===== config.mk =====
export PLATFORM = sky130hd
export DESIGN_NAME = int_gen
export DESIGN_NICKNAME = d
export VERILOG_FILES = /design/src/rtl/int_pkg.sv /design/src/rtl/int_gen.sv
export SDC_FILE = /design/constraint.sdc
export NUM_CORES = 1
export LEC_CHECK = 0
export BUFFER_PORTS_ARGS = -buffer_cell sky130_fd_sc_hd__buf_2
export CAP_MARGIN = 40
export CORE_MARGIN = 4
export CORE_UTILIZATION = 40
export CTS_CLUSTER_DIAMETER = 80
export DETAILED_ROUTE_END_ITERATION = 12
export GPL_TIMING_DRIVEN = 0
export MAX_ROUTING_LAYER = met4
export PLACE_DENSITY_LB_ADDON = 0.12
export SYNTH_ARGS = -nofsm -noshare
export SYNTH_HDL_FRONTEND = slang
export SYNTH_SLANG_ARGS = --single-unit

===== constraint.sdc =====
create_clock -name clk -period 4.04 [get_ports clk]
set_input_delay 1.212 -clock clk [delete_from_list [all_inputs] [get_ports clk]]
set_output_delay 1.212 -clock clk [all_outputs]
set_load 0.005 [all_outputs]

===== src/rtl/int_pkg.sv =====
// rtl/int_pkg.sv - shared state encodings, default addresses and word-match helper for int_gen
package int_pkg;

  typedef enum logic [1:0] {
    ST_IDLE    = 2'd0,
    ST_ASSERT  = 2'd1,
    ST_HOLDOFF = 2'd2,
    ST_DONE    = 2'd3
  } int_state_t;

  localparam logic [31:0] DEFAULT_TARGET_PC = 32'h0000_3010;
  localparam logic [31:0] DEFAULT_ACK_ADDR  = 32'h0000_7f20;
  localparam logic [31:0] WORD_MASK         = 32'hffff_fffc;

  // True when addr falls anywhere inside the word at ref_addr.
  function automatic logic word_match(input logic [31:0] addr, input logic [31:0] ref_addr);
    return (addr & WORD_MASK) == ref_addr;
  endfunction

endpackage


===== src/rtl/int_gen.sv =====
// rtl/int_gen.sv - one-shot-per-PC external interrupt generator with store ack and timeout abort
//
// Ports:
//   clk            sole clock, rising edge
//   reset          asynchronous active-high reset
//   arm            enables new triggers from IDLE
//   macroscopic_pc CPU macroscopic PC, compared at word granularity
//   m_int_addr     CPU store address
//   m_int_byteen   CPU store byte enables (any set bit = store)
//   interrupt      registered interrupt request, high only in ASSERT
//   fire_count     acknowledged interrupts since reset, saturates at 255
//   timeout_err    sticky flag: an interrupt went unacknowledged too long
//   state          current FSM state
module int_gen
  import int_pkg::*;
#(
  parameter logic [31:0] TARGET_PC = DEFAULT_TARGET_PC,
  parameter logic [31:0] ACK_ADDR  = DEFAULT_ACK_ADDR,
  parameter int unsigned MAX_FIRES = 1,
  parameter int unsigned TIMEOUT   = 1024
) (
  input  logic        clk,
  input  logic        reset,
  input  logic        arm,
  input  logic [31:0] macroscopic_pc,
  input  logic [31:0] m_int_addr,
  input  logic [3:0]  m_int_byteen,
  output logic        interrupt,
  output logic [7:0]  fire_count,
  output logic        timeout_err,
  output logic [1:0]  state
);

  localparam logic [7:0]  MAX_FC  = 8'(MAX_FIRES);
  localparam logic [15:0] TO_LAST = 16'(TIMEOUT - 1);

  logic       w_pc_hit;
  logic       w_ack_hit;

  int_state_t  r_state;
  logic        r_interrupt;
  logic [7:0]  r_fire_count;
  logic        r_timeout_err;
  logic [15:0] r_tcnt;

  assign w_pc_hit  = word_match(macroscopic_pc, TARGET_PC);
  assign w_ack_hit = (|m_int_byteen) && word_match(m_int_addr, ACK_ADDR);

  always_ff @(posedge clk or posedge reset) begin
    if (reset) begin
      r_state       <= ST_IDLE;
      r_interrupt   <= 1'b0;
      r_fire_count  <= 8'd0;
      r_timeout_err <= 1'b0;
      r_tcnt        <= 16'd0;
    end else begin
      case (r_state)
        ST_IDLE: begin
          if (arm && w_pc_hit && (r_fire_count < MAX_FC)) begin
            r_state     <= ST_ASSERT;
            r_interrupt <= 1'b1;
            r_tcnt      <= 16'd0;
          end
        end
        ST_ASSERT: begin
          // Ack is tested first so an ack on the last allowed cycle still counts.
          if (w_ack_hit) begin
            r_state     <= ST_HOLDOFF;
            r_interrupt <= 1'b0;
            if (r_fire_count != 8'hff) begin
              r_fire_count <= r_fire_count + 8'd1;
            end
          end else if (r_tcnt == TO_LAST) begin
            r_state       <= ST_DONE;
            r_interrupt   <= 1'b0;
            r_timeout_err <= 1'b1;
          end else begin
            r_tcnt <= r_tcnt + 16'd1;
          end
        end
        ST_HOLDOFF: begin
          // Wait for the PC to leave the target so one occupancy fires once.
          if (!w_pc_hit) begin
            r_state <= (r_fire_count == MAX_FC) ? ST_DONE : ST_IDLE;
          end
        end
        default: begin
          r_state     <= ST_DONE;
          r_interrupt <= 1'b0;
        end
      endcase
    end
  end

  assign interrupt   = r_interrupt;
  assign fire_count  = r_fire_count;
  assign timeout_err = r_timeout_err;
  assign state       = r_state;

endmodule


Word level (Yosys, flattened, before mapping) --
Cells that the tools add are included.
Word-level totals: flip-flop bits (word level) 28, input port bits 71, output and inout port bits 12, word-level logic and storage cells 47
Cells by class: $add $sub $neg 2, $lt $le $gt $ge 1, eq/ne operators 12, muxes and demuxes 14, bitwise operators 2, reduce and logical (&&, ||, !) cells 11
Operators with widths (number):
- $mux 16 | 3
- $pmux 16 s2 | 1
- $eq 30x12->1 const B | 1
- $eq 30x13->1 const B | 1
- $add 16x1->16 const B | 1
- $eq 16x10->1 const B | 1
- $reduce_and 3->1 | 4
- $mux 2 | 5
- $add 8x1->8 const B | 1
- $eq 8x1->1 const B | 1
- $lt 8x1->1 const B | 1
- $ne 2x2->1 const B | 4
- $ne 8x8->1 const B | 1
- $pmux 2 s3 | 1
- $reduce_and 4->1 | 1
- $reduce_or 4->1 | 1
- $logic_and 1x1->1 | 3
- $mux 1 | 3
- $ne 3x3->1 const B | 1
- $pmux 1 s3 | 1
- $eq 2x1->1 const B | 1
- $eq 2x2->1 const B | 1
- $logic_not 2->1 | 1
- $not 1->1 | 2
- $reduce_bool 2->1 | 1

Longest topological paths before layout --
Gate-level depths: netlist (run 1).
word-level depth 5, depth in mapped cells 8, depth with buffers taken out 7

Worst setup path before layout (run 1) --
Ideal clock, no wire load.
kind input-to-reg, start input port m_int_addr[15], end register r_fire_count[1], in the netlist fire_count[1], library setup time 0.125 ns, arrival 2.698 ns, data required time 3.915 ns, slack 1.217 ns, stages on the path 6, buffers on the path 1, cell sequence and4bb_2 -> nand4_1 -> or4_1 -> buf_2 -> nor2_1 -> mux2_2
On the way: word-level cells in the longest chain between the ends 3
Ends and longest elaborated chain:
- start: declaration | RTL line int_gen.sv:26 | input logic [31:0] m_int_addr,
- $eq 30x13->1 | RTL line int_pkg.sv:17 | return (addr & WORD_MASK) == ref_addr;
- $logic_and 1x1->1 | RTL line int_gen.sv:47 | assign w_ack_hit = (|m_int_byteen) && word_match(m_int_addr, ACK_ADDR);
- $reduce_and 3->1 (no line)
- end signal: assignment | RTL line int_gen.sv:71 | r_fire_count <= r_fire_count + 8'd1;
- end: declaration | RTL line int_gen.sv:42 | logic [7:0] r_fire_count;
Every way passes these cells. A chain may end at the register's enable or synchronous reset.

Worst setup path after layout (run 1) --
start input port m_int_addr[18], end register r_fire_count[1], in the netlist fire_count[1]
The elaborated chain is that of the path after synthesis.

==> flow_summary_export.csv, run 1 <==
group,metric,value,unit
cells_and_area,nFillCells,430,
cells_and_area,n_antenna_cell,0,
floorplanning,fp.dieH,76.7,um
timing,max_freq,361,MHz
drt,vias,1966,
timing,setup_tns,0,ns
timing,period_share,68.6,%
synthesis,ys.warnings.count,0,
clocking,cts_tree,"done",
grt,grt_pass1_vias,1851,
timing,finalSetupViolations,0,
drt,drt_iter0_drc,130,
drt,wl_per_cell,15.2,um
floorplanning,core.rowCount,24,
synthesis,synthArstFlopShare,100,%
synthesis,synthTopCellsByArea,"dfrtp_1, nor4_1, a31o_1",
critical_path,cp.arrival,2.95,ns
grt,grt_max_degree,22,
clocking,cts_resized,0,
synthesis,ys_seq_area_share,37.1,%
drt,vias_per_cell,5.80,
grt,grt-ovfl-total,0,
floorplanning,num_io_pins,83,
timing,worst_hold_slack,0.473,ns
synthesis,yosysTopAreaCell,"dfrtp_1",
timing,worst_pin_slew,0.651,ns
floorplanning,initial_core_util,42.2,%
cells_and_area,fin_area,2410,um^2
clocking,clk_pin_slew,0.10,ns
status,status,"finished, final reports clean",
synthesis,syn-num-nets,280,
grt,grt_usage,17.6,%
flow_run,max_cap_violations,0,
cells_and_area,final_common_cell,"buf_2",
placement,hpwl,4090,um
power,vdd_drop_max,0.149,mV
critical_path,worst_ep_required_time,4.21,ns
timing,rsz0062_at_grt,"no",
placement,place_area,2370,um^2
grt,antenna_found_initial,0,
timing,hold_viol,0,
floorplanning,core,4470,um^2
timing,min_period,2.77,ns
synthesis,netlist_area,1890,um^2
min_path,hold_class,"reg2reg",
critical_path,critical_path.endpoint_type,"register",
synthesis,syn_inst,205,
cells_and_area,drive_gt1_share,33.8,%
clocking,clock_path_buffers,2,
critical_path,path_class,"in2reg",
clocking,cts_htree_levels,1,
clocking,cts.sinks,28,
clocking,numCtsBuffers,3,
timing,maxSlewViolCount,0,
cells_and_area,nNetsFinal,364,
critical_path,critPathLaunchType,"input port",
synthesis,synthFlopType,"dfrtp_1",
floorplanning,die-width,76.7,um
drt,remaining_drc_errors,0,
timing,relSlewSlack,56.4,%
cells_and_area,final_core_util,53.9,%
synthesis,syn_avg_cell_area,9.22,um^2
cells_and_area,area_growth,27.7,%
drt,ant_nets,0,
synthesis,synth_top_area_share,37.1,%
power,p_per_area,203,nW/um^2
clocking,root_buffer,"clkbuf_8",
timing,fin_skew,0.00504,ns
cells_and_area,final_cell_mix,"buf_2, dfrtp_1, nor4_1",
cells_and_area,fin_cells,339,
clocking,cts_setup_buffers,0,
floorplanning,die_area,5890,um^2
placement,port_buffers,78,
clocking,clock_latency,0.28,ns
synthesis,ys_ff_latch,28,
synthesis,ys_types,51,
clocking,holdBufCountCts,0,
synthesis,synth_edf_count,0,
drt,firstDrtPassIters,4,
drt,wirelength,5140,um
critical_path,cp_max_fo,7,
placement,dp_cells,336,
power,p_leak,1.09,nW
grt,grt_pass1_wl,8550,um
placement,globalplace.congestion,0.829,
synth_stat cells (6+ instances only):
cell type,number
nor3_1,6
a31o_1,6
o21ai_0,7
nand4_1,8
xor2_1,6
inv_1,11
dfrtp_1,28
nand2_1,12
nor4_1,18
nor2_1,10
clkbuf_1,6
nand3_1,10
critical path: stages:
cell,delay (ns)
buf_2,0.11
nor4_2,0.26
nand4_1,0.13
or4_1,0.53
buf_2,0.17
nor2_1,0.17
mux2_2,0.35
cells by family after synthesis:
kind of cell	count (synthesis)	share of synthesized area, %
AO/OA/AOI/OAI	41	15.7
multiplexers	2	1.13
XOR/XNOR	7	3.25
adder cells (fa/ha/maj)	4	2.65
buffers and inverters	19	4.24
flip-flops	28	37.1
AND/OR/NAND/NOR	104	36.0
flip-flops by register name, indices dropped and copies added, names as in the netlist:
name and flops:
fire_count 8, interrupt 1, state 2, timeout_err 1, r_tcnt 16
routing by layer:
layer	share of wire [%]	GRT usage, %	up-vias
met5	0	-	-
met4	0.47	3.08	0
met3	3.1	2.69	3
met2	52	29.5	39
met1	45	22.9	948
li1	-	-	976
final cells by class:
| type | count | area (um^2) | area share, % |
|---|---|---|---|
| Inverter | 11 | 41.3 | 1.71 |
| Timing Repair Buffer | 79 | 418 | 17.3 |
| Clock buffer | 3 | 41.3 | 1.71 |
| Multi-Input combinational cell | 158 | 1110 | 45.9 |
| Tap cell | 52 | 65.1 | 2.70 |
| Buffer | 8 | 38.8 | 1.61 |
| Sequential cell | 28 | 701 | 29.0 |
path summary, 6_finish.rpt:
check | start | end | slack, ns | depth (start not counted)
max in group asynchronous | reset | r_tcnt[0]$_DFFE_PP0P_ | 2.70 | 3
worst min register to register | timeout_err$_DFFE_PP0P_ | timeout_err$_DFFE_PP0P_ | 0.47 | 1
worst max-delay path | m_int_addr[18] | fire_count[1]$_DFFE_PP0P_ | 1.27 | 7
worst min-delay path | timeout_err$_DFFE_PP0P_ | timeout_err$_DFFE_PP0P_ | 0.47 | 1
worst max register to register | r_tcnt[11]$_DFFE_PP0P_ | r_tcnt[0]$_DFFE_PP0P_ | 1.81 | 6
min in group asynchronous | reset | fire_count[4]$_DFFE_PP0P_ | 0.91 | 2
where the power goes:
part / switching (mW) / internal, mW
logic: 0.0209 / 0.0298
clock network: 0.0907 / 0.0673
registers: 0.0000666 / 0.280
per-stage QoR:
stage | total power [mW] | worst slack [ns]
2_1_floorplan | 0.296 | 1.22
3_3_place_gp | 0.332 | 0.953
3_5_place_dp | 0.337 | 0.974
4_1_cts | 0.494 | 1.27
5_1_grt | 0.508 | 1.14
6_report | 0.489 | 1.27
Power figures use the tool's default switching activity.
==> inputs of run 2 (changes only) <==
ABC_AREA = 1   (was default)
clock period = 2.6 ns   (was 4.04 ns; I/O delays follow)
==> flow_summary_export.csv, run 2 <==
group,metric,value,unit
status,status,"finished, final reports clean",
power,power,0.772,mW
min_path,holdPathStages,1,
placement,place_ws,0.300,ns
timing,fin_skew,0.00939,ns
grt,grt_usage,17.7,%
critical_path,cp_top_family,"simple AND/OR/NAND/NOR gates",
cells_and_area,final_common_cell,"nand2_1",
critical_path,worst_ep_required_time,2.78,ns
power,p_per_area,284,nW/um^2
power,seqPwrFrac,56.3,%
drt,drt_iter0_drc,97,
cells_and_area,fin_area,2720,um^2
cells_and_area,final_cell_mix,"nand2_1, buf_2, nor2_1",
cells_and_area,drive_gt1_share,26.2,%
floorplanning,die_area,6680,um^2
clocking,holdBufCountCts,0,
synthesis,ys_types,34,
clocking,clock_latency,0.28,ns
floorplanning,fp.dieH,81.8,um
clocking,numCtsBuffers,3,
placement,port_buffers,78,
grt,grt_pass1_vias,2173,
timing,setup_tns,0,ns
floorplanning,initial_core_util,41.8,%
clocking,clock_path_buffers,2,
clocking,clk_pin_slew,0.10,ns
floorplanning,core.rowCount,26,
power,vdd_drop_max,0.164,mV
synthesis,synth.most_common_cell,"nand2_1",
critical_path,critical_path.endpoint_type,"register",
critical_path,cpPeakStageDelay,0.29,ns
grt,grt-ovfl-total,0,
placement,dp_cells,479,
clocking,cts_htree_levels,1,
critical_path,cp_max_fo,10,
timing,setup_slack,0.643,ns
timing,min_period,1.96,ns
placement,place_area,2680,um^2
synthesis,yosysTopAreaCell,"dfrtp_1",
synthesis,synth_top_cells_by_count,"nand2_1, nor2_1, inv_1, nand3_1, dfrtp_1",
critical_path,cp.arrival,2.14,ns
drt,remaining_drc_errors,0,
synthesis,synth_top_area_share,32.2,%
timing,hold_viol,0,
clocking,cts_resized,0,
timing,worst_hold_slack,0.476,ns
floorplanning,num_io_pins,83,
timing,worst_pin_slew,0.529,ns
synthesis,syn_inst,330,
clocking,cts_setup_buffers,0,
critical_path,critPathLaunchType,"input port",
power,p_comb_share,11.6,%
critical_path,crit_slowest_cell,"clkbuf_1",
clocking,cts.sinks,28,
power,clockPowerShare,32.1,%
power,power_switching,0.183,mW
flow_run,max_cap_violations,0,
timing,max_freq,511,MHz
cells_and_area,final_core_util,52.3,%
synthesis,ys_ff_latch,28,
power,p_leak,1.38,nW
cells_and_area,fin_cells,482,
floorplanning,die-width,81.8,um
cells_and_area,nFillCells,544,
synthesis,ys_seq_area_share,32.2,%
timing,finalSetupViolations,0,
timing,relSlewSlack,64.7,%
clocking,root_buffer,"clkbuf_8",
grt,grt_max_degree,19,
grt,grt_pass1_wl,9160,um
critical_path,cp.depth,9,
timing,maxSlewViolCount,0,
grt,antenna_found_initial,0,
synthesis,netlist_area,2180,um^2
drt,firstDrtPassIters,4,
cells_and_area,n_antenna_cell,0,
synthesis,ys.warnings.count,0,
min_path,hold_class,"reg2reg",
cells_and_area,largest_register_ffs,16,
drt,wl_per_cell,11.5,um
synthesis,synth_edf_count,0,
synthesis,synthArstFlopShare,100,%
critical_path,path_buf_inv,2,
cells_and_area,regMostFlops,"r_tcnt",
placement,hpwl,4500,um
synthesis,syn_avg_cell_area,6.59,um^2
cells_and_area,nNetsFinal,489,
placement,globalplace.congestion,0.855,
drt,vias,2267,
floorplanning,core,5200,um^2
synthesis,syn-num-nets,405,
synthesis,synthTopCellsByArea,"dfrtp_1, nand2_1, nor2_1",
critical_path,worstPathCellList,"buf_2 > or2_1 > nor3_2 > nand2_1 > nor2_4 > nand3_4 > clkbuf_1 > nand3_1 > nand2_1",
drt,ant_nets,0,
timing,period_share,75.3,%
synthesis,synthFlopType,"dfrtp_1",
cells_and_area,area_growth,25.1,%
critical_path,rr_worst_depth,8,
drt,vias_per_cell,4.70,
critical_path,path_class,"in2reg",
critical_path,cp_common_cell,"nand2_1",
clocking,cts_tree,"done",
timing,rsz0062_at_grt,"no",
drt,wirelength,5560,um
power,p_sw_share,23.8,%
power,p_int,0.589,mW
-- run 2: per-layer routing --
metal / GRT usage [%] / up-vias / wire, um
met5: - / - / 0
met4: 5.81 / 0 / 58
met3: 2.52 / 5 / 357
met2: 30.7 / 55 / 2610
met1: 21.1 / 1001 / 2540
li1: - / 1206 / -
-- run 2: final timing paths --
kind | start | endpoint | slack (ns)
max reg2reg | fire_count[0]$_DFFE_PP0P_ | r_tcnt[8]$_DFFE_PP0P_ | 0.74
min | timeout_err$_DFFE_PP0P_ | timeout_err$_DFFE_PP0P_ | 0.48
min in group asynchronous | reset | r_tcnt[5]$_DFFE_PP0P_ | 0.51
max in group asynchronous | reset | r_tcnt[9]$_DFFE_PP0P_ | 1.61
max | macroscopic_pc[7] | r_tcnt[8]$_DFFE_PP0P_ | 0.64
min reg2reg | timeout_err$_DFFE_PP0P_ | timeout_err$_DFFE_PP0P_ | 0.48
-- run 2: power groups by stage --
stage | logic, mW | clock network, mW | registers, mW
6_report | 0.0894 | 0.248 | 0.435
5_1_grt | 0.101 | 0.270 | 0.435
4_1_cts | 0.0909 | 0.253 | 0.435
3_5_place_dp | 0.0905 | 0 | 0.444
3_3_place_gp | 0.0827 | 0 | 0.444
2_1_floorplan | 0.0286 | 0 | 0.444
-- run 2: cells by family (layout without fill, tap and decap cells) --
family | after synthesis | count (layout) | synth area share, %
AND/OR/NAND/NOR | 225 | 225 | 47.4
buffers and inverters | 45 | 127 | 8.74
flip-flops | 28 | 28 | 32.2
AO/OA/AOI/OAI | 18 | 18 | 5.35
XOR/XNOR | 10 | 10 | 4.03
adder cells (fa/ha/maj) | 4 | 4 | 2.30
-- run 2: cell type report --
cell class              count  area (um^2)  area share (%)
clock buffers               3         41.3            1.52
flip-flops and latches     28          701            25.7
repair buffers             79          418            15.3
inverters                  39          146            5.38
plain buffers               6         43.8            1.61
multi-input cells         257         1280            47.2
well taps                  70         87.6            3.22
